File: src/rtl/hazard_ctrl.sv
// hazard_ctrl: pipeline hazard controller for the 5-stage MIPS core.
// Covers the hazards the forwarding unit cannot fix: load-use, branch
// operands compared in ID, and HI/LO reads while mult/div is busy.
// Optional build macro HAZ_PERF_CNT_EN adds the stall_cycles and
// flush_count performance counters.
module hazard_ctrl #(
    parameter int MD_TIMEOUT = 40,
    parameter int PERF_W     = 32
) (
    input  logic              clk,
    input  logic              reset,
    input  logic [4:0]        IF_ID_rs,
    input  logic [4:0]        IF_ID_rt,
    input  logic              ID_uses_rs,
    input  logic              ID_uses_rt,
    input  logic              ID_is_branch,
    input  logic              ID_uses_md,
    input  logic              branch_taken,
    input  logic              jump,
    input  logic              ID_EX_regwr,
    input  logic              ID_EX_memRd,
    input  logic [4:0]        ID_EX_regwrad,
    input  logic              EX_MEM_memRd,
    input  logic [4:0]        EX_MEM_regwrad,
    input  logic              md_start,
    input  logic              md_done,
    output logic              PC_wr,
    output logic              IF_ID_wr,
    output logic              IF_ID_flush,
    output logic              ID_EX_bubble,
`ifdef HAZ_PERF_CNT_EN
    output logic [PERF_W-1:0] stall_cycles,
    output logic [PERF_W-1:0] flush_count,
`endif
    output logic              md_timeout
);

    localparam logic [1:0] ST_RUN     = 2'd0;
    localparam logic [1:0] ST_STALL   = 2'd1;
    localparam logic [1:0] ST_MD_BUSY = 2'd2;

    localparam logic [7:0] MD_LIMIT   = 8'(MD_TIMEOUT);

    logic [1:0] state_q, state_d;
    logic [1:0] stall_left_q, stall_left_d;
    logic [7:0] md_cnt_q, md_cnt_d;
    logic       md_timeout_q, md_timeout_d;

    logic       match_ex;
    logic       match_mem;
    logic [1:0] n_req;
    logic       stall;
    logic       flush;

    // Source-register match against the EX and MEM destinations ($zero never matches)
    always_comb begin
        match_ex  = (ID_EX_regwrad != 5'd0) &&
                    ((ID_EX_regwrad == IF_ID_rs && ID_uses_rs) ||
                     (ID_EX_regwrad == IF_ID_rt && ID_uses_rt));
        match_mem = (EX_MEM_regwrad != 5'd0) &&
                    ((EX_MEM_regwrad == IF_ID_rs && ID_uses_rs) ||
                     (EX_MEM_regwrad == IF_ID_rt && ID_uses_rt));
    end

    // Required stall count; earlier rules take precedence
    always_comb begin
        if (ID_is_branch && ID_EX_memRd && match_ex) begin
            n_req = 2'd2;
        end else if (ID_is_branch && ID_EX_regwr && match_ex) begin
            n_req = 2'd1;
        end else if (ID_is_branch && EX_MEM_memRd && match_mem) begin
            n_req = 2'd1;
        end else if (ID_EX_memRd && match_ex) begin
            n_req = 2'd1;
        end else begin
            n_req = 2'd0;
        end
    end

    // Stall/flush decision from the current state; reset forces a stall
    always_comb begin
        stall = 1'b0;
        flush = 1'b0;
        if (reset) begin
            stall = 1'b1;
        end else begin
            case (state_q)
                ST_RUN: begin
                    stall = (n_req != 2'd0);
                    flush = (n_req == 2'd0) && (branch_taken || jump);
                end
                ST_MD_BUSY: begin
                    // md_done releases the HI/LO wait in the same cycle
                    if (ID_uses_md && !md_done) begin
                        stall = 1'b1;
                    end else begin
                        stall = (n_req != 2'd0);
                        flush = (n_req == 2'd0) && (branch_taken || jump);
                    end
                end
                default: begin
                    stall = 1'b1;
                end
            endcase
        end
    end

    assign PC_wr        = ~stall;
    assign IF_ID_wr     = ~stall;
    assign ID_EX_bubble = stall;
    assign IF_ID_flush  = flush;
    assign md_timeout   = md_timeout_q;

    // Next-state logic for the FSM, the stall counter and the mult/div watchdog
    always_comb begin
        state_d      = state_q;
        stall_left_d = stall_left_q;
        md_cnt_d     = md_cnt_q;
        md_timeout_d = md_timeout_q;

        if (state_q == ST_MD_BUSY) begin
            if (md_cnt_q != 8'hFF) begin
                md_cnt_d = md_cnt_q + 8'd1;
            end
            if (md_cnt_q == MD_LIMIT) begin
                md_timeout_d = 1'b1;
            end
        end

        if (md_start) begin
            // A new mult/div overrides everything, including a pending branch stall
            state_d      = ST_MD_BUSY;
            md_cnt_d     = 8'd0;
            stall_left_d = 2'd0;
        end else begin
            case (state_q)
                ST_RUN: begin
                    if (n_req == 2'd2) begin
                        state_d      = ST_STALL;
                        stall_left_d = 2'd1;
                    end
                end
                ST_STALL: begin
                    stall_left_d = stall_left_q - 2'd1;
                    if (stall_left_q <= 2'd1) begin
                        state_d = ST_RUN;
                    end
                end
                ST_MD_BUSY: begin
                    if (md_done) begin
                        state_d = ST_RUN;
                    end
                end
                default: begin
                    state_d      = ST_RUN;
                    stall_left_d = 2'd0;
                end
            endcase
        end
    end

    // State registers with synchronous reset
    always_ff @(posedge clk) begin
        if (reset) begin
            state_q      <= ST_RUN;
            stall_left_q <= 2'd0;
            md_cnt_q     <= 8'd0;
            md_timeout_q <= 1'b0;
        end else begin
            state_q      <= state_d;
            stall_left_q <= stall_left_d;
            md_cnt_q     <= md_cnt_d;
            md_timeout_q <= md_timeout_d;
        end
    end

`ifdef HAZ_PERF_CNT_EN
    logic [PERF_W-1:0] stall_cycles_q;
    logic [PERF_W-1:0] flush_count_q;

    // Free-running performance counters, wrapping at 2^PERF_W
    always_ff @(posedge clk) begin
        if (reset) begin
            stall_cycles_q <= '0;
            flush_count_q  <= '0;
        end else begin
            if (stall) begin
                stall_cycles_q <= stall_cycles_q + 1'b1;
            end
            if (flush) begin
                flush_count_q <= flush_count_q + 1'b1;
            end
        end
    end

    assign stall_cycles = stall_cycles_q;
    assign flush_count  = flush_count_q;
`endif

endmodule
File: config.mk
export PLATFORM = sky130hd
export DESIGN_NAME = hazard_ctrl
export DESIGN_NICKNAME = d
export VERILOG_FILES = /design/src/rtl/hazard_ctrl.sv
export SDC_FILE = /design/constraint.sdc
export NUM_CORES = 1
export LEC_CHECK = 0
export CORE_MARGIN = 4
export CORE_UTILIZATION = 39
export CTS_CLUSTER_SIZE = 30
export DETAILED_ROUTE_END_ITERATION = 12
export GPL_TIMING_DRIVEN = 0
export PLACE_DENSITY = 0.79
export SLEW_MARGIN = 10
export SYNTH_ARGS = -nofsm -noshare
export SYNTH_HDL_FRONTEND = slang
export SYNTH_SLANG_ARGS = --single-unit
File: constraint.sdc
create_clock -name clk -period 1.4 [get_ports clk]
set_input_delay 0.21 -clock clk [delete_from_list [all_inputs] [get_ports clk]]
set_output_delay 0.21 -clock clk [all_outputs]
set_load 0.005 [all_outputs]
==> results summary, run 1 <==
The analysis attributes to cell leakage a power of 0.0006616 µW. The routed layout has 1116 vias. The share of the clock period used by the worst path is 126.6%.

In this run the critical register-to-register path is captured at md_cnt_q[6]. The peak fanout along the critical path came out at 3. Global routing used between 20% and 30% of the available tracks across all layers. On the critical path, the stage with the largest delay is an instance of sky130_fd_sc_hd__nor4_2.

The worst min-delay path class is in -> reg. The detailed-route wire length is 3.686 mm. The kind of end point of the critical path is a primary output. STA classifies the critical path startpoint as a primary input. Among all cell types in the netlist, the one instantiated most often is sky130_fd_sc_hd__xnor2_1. The max-slew violation count is 0.

Clock-pin slew was measured on the worst setup and hold paths at 70 ps. The worst hold path endpoint is state_q[1]. The most used flip-flop cell after synthesis is sky130_fd_sc_hd__dfxtp_1. In the final layout, the share of cells above drive strength 1 is 49.14%. Traced cell by cell, the critical path runs through buf_8 -> xor2_2 -> nor4_2 -> a32oi_2 -> o21bai_4 -> o21a_1 -> buf_4 -> buf_6.

The flop-to-flop setup slack is -150 ps. The leftover overflow at the end of global routing came out at 0. The first-pass detailed-route iteration total came out at 4. The maximum root-to-sink buffer count came out at 2. The CTS H-tree depth is 1. Of all cell types, the one taking the most synthesized area is sky130_fd_sc_hd__dfxtp_1. Sequential elements use a little over a quarter of the synthesized area. The total power came out at between 900 and 1000 µW. The number of global-route vias before repair is 1206. The layout overhead on the synthesized area came out at 82.73%. The critical path in this run is classified as in -> out. The synthesized instance count came out at approximately 110.

For this run, the slowest stage of the critical path takes 290 ps. The I/O pin total is 38. The area of all placed cells without fillers came out at 1760 µm². The net count after synthesis is 149. The instance area at placement came out at 1369 µm². The number of antenna violations at the first check in global routing is 0. The worst max-slew margin expressed relative to the limit is about 67%. The share of flip-flops with an asynchronous set or reset after synthesis came out at 0%. The number of inserted filler cells in the final layout is 145. The setup total negative slack came out at -1419 ps. The post-synthesis register bit count came out at 13.

The fraction of post-synthesis cell area in the top cell type by area is 27.01%. The minimum hold slack is 289.6 ps. The distinct cell type count of the synthesized netlist is 38.

The number of inserted diodes came out at 0. Across the run, the number of max-cap violations was 0. The checks that failed: setup timing.

The number of vias per cell came out at 5.498. The power density over the cells came out at 535.3 nW/µm². The largest voltage drop on the vdd net is 472.0 µV. The number of endpoints failing setup at the final stage is 8. The worst hold path was traced through 2 stages. The data arrival time of the critical path came out at between 1500 and 2000 ps. The placeable core area came out at ~2300 µm².

The global-route wire length before repair came out at around 5.8 mm. The final number of hold-violating endpoints is 0. The final worst setup slack is -373.0 ps. The synthesized cell area is 963.4 µm².

The run finished, with violations left. The clock sink total came out at 13. The maximum number of pins on one net before global-route repair came out at 11.

The final setup skew came out at 3.378 ps. The chip height came out at approximately 58 µm. The placed wire-length estimate came out at about 2.2 mm. The clock buffer count from CTS is 3. In this run the tool buffered the top-level ports with 37 buffer cells. The total number of nets in the final design came out at between 200 and 250. Clock tree synthesis selected as its root buffer the cell sky130_fd_sc_hd__clkbuf_4. The clock latency on the worst-skew pair is 290 ps. The Yosys step of the flow raised 0 warnings. For this run, design rule violations remaining after detail routing come to 0. Each instance of the synthesized netlist takes up on average 8.526 µm². The area occupied by registers is 284.0 µm². The count of hold-fix buffers inserted at cts is 0. Setup repair after global routing could not meet its margin everywhere. The number of cells on the worst reg-to-reg path came out at 6. At the pin with the least slew margin, the transition time is 498.3 ps. The overall die width is 57.70 µm. Yosys mapped a number of flops with a built-in enable equal to 0. The floorplan step defined a die boundary enclosing 3329 µm². The area used by multi-input combinational logic is 878.3 µm². The site row count came out at 17. The fmax came out at 564.0 MHz. The routed wire length per instance is between 15 and 20 µm. Routability-driven placement finished with a final weighted congestion of 0.8764.

The violation count after the first detailed-routing iteration is 18. The worst hold path begins at reset. The worst reg2reg path startpoint is state_q[0]. TritonCTS built the clock tree. The required time of the critical path came out at approximately 1200 ps. For this configuration, the core starts out at a cell density of 42.33%. After layout, the minimum clock period comes to 1773 ps.

Yosys attributes the largest share of cell area to sky130_fd_sc_hd__dfxtp_1, sky130_fd_sc_hd__xnor2_1, sky130_fd_sc_hd__xor2_1. The final antenna-violating net count is 0. The commonest cells after synthesis are sky130_fd_sc_hd__xnor2_1, sky130_fd_sc_hd__dfxtp_1, sky130_fd_sc_hd__nor2_1.
-- placed cells by master (no fill, tap or decap), types with 2 or more instances in the layout --
master,synthesis,layout
sky130_fd_sc_hd__buf_8,0,2
sky130_fd_sc_hd__ha_1,3,2
sky130_fd_sc_hd__dfxtp_4,0,5
sky130_fd_sc_hd__or3_4,0,2
sky130_fd_sc_hd__buf_6,0,10
sky130_fd_sc_hd__dlygate4sd2_1,0,9
sky130_fd_sc_hd__or3_1,4,2
sky130_fd_sc_hd__dfxtp_2,0,4
sky130_fd_sc_hd__nor2_1,12,12
sky130_fd_sc_hd__buf_4,1,18
sky130_fd_sc_hd__a21oi_1,4,3
sky130_fd_sc_hd__nand3_1,3,2
sky130_fd_sc_hd__nor3_2,1,2
sky130_fd_sc_hd__clkbuf_2,0,2
sky130_fd_sc_hd__inv_2,0,2
sky130_fd_sc_hd__xnor2_2,0,2
sky130_fd_sc_hd__o21ai_0,3,2
sky130_fd_sc_hd__inv_1,7,5
sky130_fd_sc_hd__nand2_1,6,5
sky130_fd_sc_hd__clkbuf_1,1,2
sky130_fd_sc_hd__clkdlybuf4s50_1,0,10
sky130_fd_sc_hd__dfxtp_1,13,4
sky130_fd_sc_hd__xnor2_1,17,15
sky130_fd_sc_hd__xor2_2,0,4
sky130_fd_sc_hd__nand4_1,2,2
sky130_fd_sc_hd__xor2_1,8,4
sky130_fd_sc_hd__nor4_4,0,2
sky130_fd_sc_hd__clkbuf_4,0,3
sky130_fd_sc_hd__buf_2,0,8
sky130_fd_sc_hd__o21a_1,2,2
-- through the flow --
stage          std cells  util, %  worst slack, ps
4_1_cts              201    71.03           -372.9
5_1_grt              203    77.35           -439.8
3_5_place_dp         178    60.14            -1230
3_3_place_gp         178    60.14            -1189
2_1_floorplan        113        -           -96.44
6_report             203    77.35           -373.0
-- sequential cells by signal, summed over array words and instances, names as in the netlist --
signal and cells:
md_timeout 1, state_q 2, stall_left_q 2, md_cnt_q 8
-- worst max-delay path by stage --
stage,startpoint,to,slack (ps),depth (start not counted)
finish,IF_ID_rs[4],PC_wr,-370,8
global placement,ID_EX_regwrad[0],PC_wr,-1190,8
detailed placement,ID_EX_regwrad[0],PC_wr,-1230,8
global route,IF_ID_rs[4],PC_wr,-440,8
CTS,IF_ID_rs[1],PC_wr,-370,8
floorplan,ID_EX_regwrad[0],PC_wr,-100,6
-- worst max-delay path: cells and delay by family --
kind / cells / cell delay (ps)
buf+inv: 3 / 330
simple gates: 1 / 290
compound gates: 3 / 550
xor+xnor: 1 / 170
-- power by group --
group | switching, µW | leakage [µW] | internal (µW) | total [µW]
Sequential | 7.37 | 0.000111 | 365 | 373
Combinational | 142 | 0.000536 | 188 | 330
Clock | 129 | 0.0000150 | 111 | 240
-- layout make-up --
| type | count | area share [%] |
|---|---|---|
| multi-input cells | 91 | 49.89 |
| repair buffers | 58 | 28.36 |
| flip-flops and latches | 13 | 16.13 |
| well taps | 28 | 1.990 |
| clock buffers | 4 | 1.493 |
| inverters | 7 | 1.493 |
| plain buffers | 2 | 0.6397 |
-- kinds of logic after synthesis --
| family | after synthesis | synth area share, % |
|---|---|---|
| flops | 13 | 27.01 |
| buf+inv | 9 | 3.897 |
| fa+ha+maj | 3 | 3.897 |
| simple gates | 40 | 22.73 |
| compound gates | 22 | 18.70 |
| xor+xnor | 25 | 22.73 |
| mux | 1 | 1.039 |
-- per-layer routing --
| layer | global-route usage, % | routed length (µm) |
|---|---|---|
| met1 | 25.60 | 1443 |
| met2 | 38.71 | 1916 |
| met3 | 5.568 | 213 |
| met4 | 11.92 | 112 |
| met5 | 0 | 0 |
-- timing repair --
| action | 4_1_cts | 5_1_grt |
|---|---|---|
| endpoints found under the setup margin | 15 | 16 |
| pin swaps | 16 | 16 |
| gates resized for setup | 113 | 37 |
| buffers inserted | 19 | 4 |
(Power assumes the default switching activity.)
==> inputs of run 2 (changes only) <==
- GPL_TIMING_DRIVEN: 0 -> default
==> run 2 against run 1 <==
The run still ends with setup timing left. Critical path depth is 1 lower. Clock skew down 2.4 ps. Flip-flop and latch count unchanged. Routed wire length decreased by 5.3%. Non-clock buffer count up 10. Core utilization increased by 0.27 points. Die area stayed put. Clock-buffer cell count is 1 lower. Largest cell class unchanged. Critical path type unchanged. Final area grew 0.36%. Combinational power shrank 5%. Worst setup slack improved by 48 ps. First-iteration DRC count up 72%.
==> results summary, run 2 (synthesis gave the netlist of run 1 again) <==
The run finished, with violations left. The final reports fail on setup timing. The power density over the cells is 530.6 nW/µm². The maximum root-to-sink buffer count came out at 2. The worst setup path is captured at a primary output. The total number of nets in the final design came out at 222. The largest voltage drop on the vdd net came out at 570.0 µV. In the final layout, the multi-input gates occupy 840.8 µm². The leftover overflow at the end of global routing came out at 0. CTS built an H-tree with a depth of 1. The area occupied by registers came out at approximately 270 µm². The post-layout instance count excluding filler cells came out at between 200 and 250.

The layout has 161 filler cells. Of the available clock period, the critical path in the final layout requires 123.2%. The largest registers in the layout are md_cnt_q (8), stall_left_q (2), state_q (2).

The cell at the root of the clock tree is sky130_fd_sc_hd__clkbuf_4. The placeable core area came out at 2276 µm². For this run, the top clock speed supported by timing is around 580 MHz.

The post-CTS clock slew at the launch and capture registers of the worst setup and hold paths came out at roughly 90 ps. At the worst endpoint, the arrival time is approximately 1500 ps. Of all nets on the critical path, the largest fanout is 3. The clock arrives with approximately 1.0 ps of skew. The number of vias per cell is 5.371. The library cell used most frequently in the layout, excluding fill and tap cells, is sky130_fd_sc_hd__buf_4. The share of final-layout standard cells stronger than drive strength 1 came out at around half. The number of inserted diodes came out at 0.

The effective utilization at floorplan came out at 42.33%. The total of max-cap violations is 0. The number of instances in the placed design is 203. The register with the most flip-flops in the layout has 8 of them. In this run, the number of DRC markers left after iteration 0 of detailed routing was 31. Detailed placement ended at an HPWL of 2.394 mm. The critical path is of the in -> out type. The final number of hold-violating endpoints is 0. The chip height is roughly 58 µm. The register with the highest flop count is md_cnt_q. The worst max-slew margin expressed relative to the limit came out at 69.63%.

The routed wire length per instance is 16.39 µm. The total global-route track usage is 21.41%. Setup repair after global routing could not meet its margin everywhere. The overall die width is 57.70 µm. The number of global-route vias before repair is 1165. The full die area came out at 3329 µm². The analysis attributes to cell leakage a power of 0.0007088 µW.

The top cell types in the final layout, fill and taps aside, are sky130_fd_sc_hd__buf_4, sky130_fd_sc_hd__xnor2_1, sky130_fd_sc_hd__nor2_1, sky130_fd_sc_hd__buf_2, sky130_fd_sc_hd__dlygate4sd2_1. Across all hold checks on the routed design, the worst slack comes to 343.8 ps. The maximum number of pins on one net before global-route repair is 11. The final worst setup slack is -324.8 ps.

The weighted congestion at the end of routability-driven global placement came out at about 0.9. The number of endpoints failing setup at the final stage came out at 12. The final antenna-violating net count is 0. The clock sink total came out at 13.

The layout overhead on the synthesized area is 83.38%. At the worst endpoint, the required time is between 1000 and 1500 ps. Counting I/O delays and the setup requirement, the final critical path takes ~1700 ps. The max-slew violation count came out at 0. The worst hold path belongs to the class in -> reg. In the routed design, unresolved DRC markers number 0. The transition time of the tightest slew-check pin came out at between 400 and 500 ps. The number of buffer cells added on primary ports came out at 37. The clock buffer count from CTS came out at 3.

The I/O pin total came out at 38. The detailed-route wire length is 3.492 mm. The number of vias after detailed routing is 1144. For the worst-skew pair, the clock arrives at the later sink with an insertion delay of roughly 290 ps.

The worst setup path is launched from a primary input. For this run, the detailed router's first-pass iteration total came to 4. The number of antenna violations at the first check in global routing is 0. TritonCTS built the clock tree. The global-route wire length before repair came out at 5.506 mm.

The site row count is 17.
==> run 2: final timing paths <==
check | startpoint | endpoint | slack (ps) | cells after the start
setup / recovery | IF_ID_rs[1] | IF_ID_flush | -320 | 7
setup reg to reg | md_cnt_q[4] | md_cnt_q[1] | -80 | 5
hold / removal | reset | md_timeout | 340 | 3
hold reg to reg | md_timeout | md_timeout | 490 | 2
==> run 2: repair_timing <==
action,4_1_cts,5_1_grt
hold buffers,0,0
cloned,0,0
resized for setup,109,19
pin swaps,22,12
setup buffers,4,5
endpoints found under the setup margin,12,16
==> run 2: power breakdown <==
group,switching (µW),internal (µW),leakage [µW],total [µW]
Clock,142,106,0.0000177,249
Sequential,3.15,372,0.000108,375
Combinational,135,179,0.000583,314
Total,280,657,0.000709,937
==> run 2: through the flow <==
step | cell area, µm² | setup WS [ps] | total power [µW] | utilization [%] | TNS, ps
3_5_place_dp | 1560 | -1067 | 673.2 | 68.55 | -6432
6_report | 1767 | -324.8 | 937.5 | 77.63 | -1433
2_1_floorplan | 963.4 | -96.44 | 488.2 | - | -103.1
5_1_grt | 1767 | -387.0 | 996.3 | 77.63 | -2550
4_1_cts | 1690 | -280.4 | 928.5 | 74.27 | -1347
3_3_place_gp | 1560 | -1049 | 671.3 | 68.55 | -6163
==> run 2: routing by layer <==
metal | wire, µm | track usage (%) | vias up
met5 | 0 | 0 | -
met3 | 290 | 4.454 | 2
li1 | - | - | 545
met1 | 1453 | 25.70 | 552
met2 | 1712 | 37.74 | 45
met4 | 36 | 6.954 | 0
==> run 2: area by class of cell <==
class | instances | share of cell area (%)
inverter | 7 | 1.487
sequential | 13 | 15.30
clock buffer | 3 | 1.275
multi-input combinational | 91 | 47.59
tap | 28 | 1.983
clock inverter | 1 | 0.2833
timing repair buffer | 70 | 32.08
==> run 2: worst max-delay path, stage by stage <==
cell                       delay (ps)
sky130_fd_sc_hd__buf_6            100
sky130_fd_sc_hd__xor2_1           160
sky130_fd_sc_hd__nor4_2           320
sky130_fd_sc_hd__a32oi_2          180
sky130_fd_sc_hd__o21bai_4         200
sky130_fd_sc_hd__o221a_2          220
sky130_fd_sc_hd__buf_2            120
==> inputs of run 3 (changes only) <==
- CORE_UTILIZATION: 39 -> 55
- DONT_BUFFER_PORTS: default -> 1
- PLACE_DENSITY: 0.79 -> 0.76
==> run 3 against run 2 <==
The flow finishes with violations (hold timing, setup timing). Via count shrank 24%. Flip-flop and latch count is the same. Clock skew is essentially flat. Final area shrank 30%. Sequential share of layout area grew 6.1 points. Non-clock buffer count shrank 56. Register-to-register slack gained 30 ps. Maximum frequency grew 10%. Critical path depth shrank 4. Core utilization grew 0.55 points. Global-route usage shrank 3.1 points. Total power shrank 19%. Largest cell class unchanged. Largest power group unchanged. Highest routed layer unchanged.
==> results summary, run 3 (synthesis gave the netlist of run 1 again) <==
Counting tap cells, the placed design contains a total of 140 instances. The max-slew violation count is 0. The number of global-route vias before repair is 848.

The chip height came out at 49.86 µm. The share of final-layout standard cells stronger than drive strength 1 is 34.88%. The floorplan has 14 rows. The worst max-slew margin expressed relative to the limit is 77.42%.

The total of max-cap violations is 0. The path class of the tightest hold or removal check is in -> reg. The register with the most flip-flops in the layout has 8 of them. Using the TritonRoute via totals, the vias-per-cell ratio works out to 6.028. The final setup skew is 0.8312 ps. Setup repair after global routing could not meet its margin everywhere.

The number of antenna violations at the first check in global routing is 0. Once layout is done, the placed cells without fillers occupy 1232 µm². In this run the most used layer during global routing was met2. In this run the count of I/O pins placed on the die edge is 38.

The global-route met3 utilization is 5.120%. The layout overhead on the synthesized area came out at 27.92%. The weighted congestion at the end of routability-driven global placement is between 0.7 and 0.8. The first routing iteration left 14 violations. The routed layout has 874 vias. 0 antenna diodes ended up in the layout.

The top cell types in the final layout, fill and taps aside, are sky130_fd_sc_hd__xnor2_1, sky130_fd_sc_hd__nor2_1, sky130_fd_sc_hd__buf_4. Leaving out fill and tap cells, the most frequent cell in the layout is sky130_fd_sc_hd__xnor2_1. The maximum root-to-sink buffer count is 2.

CTS placed an instance of sky130_fd_sc_hd__clkbuf_4 at the clock tree root. The final antenna-violating net count is 0. The peak fanout along the critical path came out at 3. Setup slack on the critical path of the routed design comes to -168.3 ps. The first global-routing pass estimated 3.519 mm of wire.

The required time of the critical path is ~1200 ps. The routed wire length per instance is 15.62 µm. The first-pass detailed-route iteration total is 4. The full die area is 2486 µm². STA classifies the critical path startpoint as a register.

The power density over the cells came out at 617.5 nW/µm². The largest registers in the layout are md_cnt_q (8), stall_left_q (2), state_q (2). The number of buffer cells added on primary ports came out at 0.

The total global-route track usage came out at 18.34%. CTS built an H-tree with a depth of 1. The met2 track utilization from global routing came out at a little under a third.

The total number of nets in the final design is ~170. The effective utilization at floorplan came out at 61.11%. The final number of hold-violating endpoints is 2. The detailed-route wire length is 2.265 mm. The leftover overflow at the end of global routing came out at 0.

The instance area at placement came out at 1070 µm². TritonCTS built the clock tree. The final reports fail on hold timing, setup timing.

STA classifies the critical path endpoint as a primary output. The placed wire-length estimate came out at 1.801 mm. The start-to-end type of the worst setup path is reg -> out.

The flow ran to the end, but the final reports show violations. The post-CTS clock slew at the launch and capture registers of the worst setup and hold paths came out at 80 ps. The largest voltage drop on the vdd net is about 480 µV.

The clock latency on the worst-skew pair is 270 ps. The minimum hold slack came out at -8.642 ps. The transition time of the tightest slew-check pin came out at 338.7 ps. Entering global routing, the biggest net connects 12 pins. In this run the standard cell core region covers 1577 µm². The register with the highest flop count is md_cnt_q.

The data arrival time of the critical path came out at 1360 ps. The met1 usage is between 20% and 30%. The share of the clock period used by the worst path came out at 112.0%.

Buffers inserted during clock tree synthesis total 3. Timing would allow up to ~640 MHz. Setup violations remaining at the end of the flow were counted as 9.

The time the worst path needs with I/O delays and setup is between 1500 and 2000 ps. The overall die width is between 40 and 50 µm. Counting every sink on the clock net gives 13.

The post-layout instance count excluding filler cells came out at 145. In this run the static leakage power is 0.0004242 µW. For this run, design rule violations remaining after detail routing come to 0.
## run 3: cell types whose count changed in the layout (fill, tap and decap cells not counted), sizes merged
| cell | previous run | this run |
|---|---|---|
| buf | 47 | 14 |
| clkbuf | 3 | 4 |
| clkdlybuf4s15 | 3 | 0 |
| clkdlybuf4s50 | 9 | 0 |
| clkinv | 1 | 0 |
| dlygate4sd2 | 11 | 0 |
## run 3: where the power goes
group	internal, µW	switching, µW	leakage [µW]
Sequential	373	2.93	0.000107
Combinational	82.1	66.3	0.000303
Clock	110	126	0.0000150
Total	566	195	0.000424
## run 3: worst paths after layout
path	from	to	slack, ps	depth (start not counted)
worst max-delay path	state_q[0]	IF_ID_flush	-170	3
worst min register to register	stall_left_q[1]	stall_left_q[1]	500	2
worst max register to register	md_cnt_q[1]	md_cnt_q[1]	-50	6
worst min-delay path	reset	state_q[1]	-9	1
## run 3: worst max-delay path, stage by stage, from the launching register on
cell and delay (ps):
sky130_fd_sc_hd__dfxtp_2 330, sky130_fd_sc_hd__a311o_1 300, sky130_fd_sc_hd__a41oi_2 220, sky130_fd_sc_hd__o221a_2 230
## run 3: through the flow
step	utilization, %	hold slack (ps)	total power, µW	setup slack, ps	setup TNS, ps
6_report	78.17	-8.642	761.1	-168.3	-718.8
5_1_grt	78.17	-15.78	789.5	-234.8	-1692
4_1_cts	70.40	-9.907	744.3	-146.7	-481.0
3_5_place_dp	67.86	285.0	514.0	-93.16	-413.0
3_3_place_gp	67.86	284.2	511.0	-79.91	-309.3
2_1_floorplan	-	282.4	488.2	-96.44	-103.1
## run 3: routing by layer
layer	up-vias	share of wire, %
met4	0	0.97
met3	2	7.5
li1	434	-
met1	409	40
met5	-	0
met2	29	51
## run 3: final cells by class
class                   count  area [µm²]
multi-input cells          91       779.5
fillers                   110       344.1
flip-flops and latches     13       264.0
repair buffers             14       116.4
clock buffers               4       26.28
inverters                   7       26.28
well taps                  16       20.02
## run 3: repair_timing
action | CTS | global route
hold endpoints to repair | 2 | 2
setup endpoints to repair | 11 | 12
pin swaps | 2 | 14
gates resized for setup | 4 | 26
buffers inserted | 0 | 1
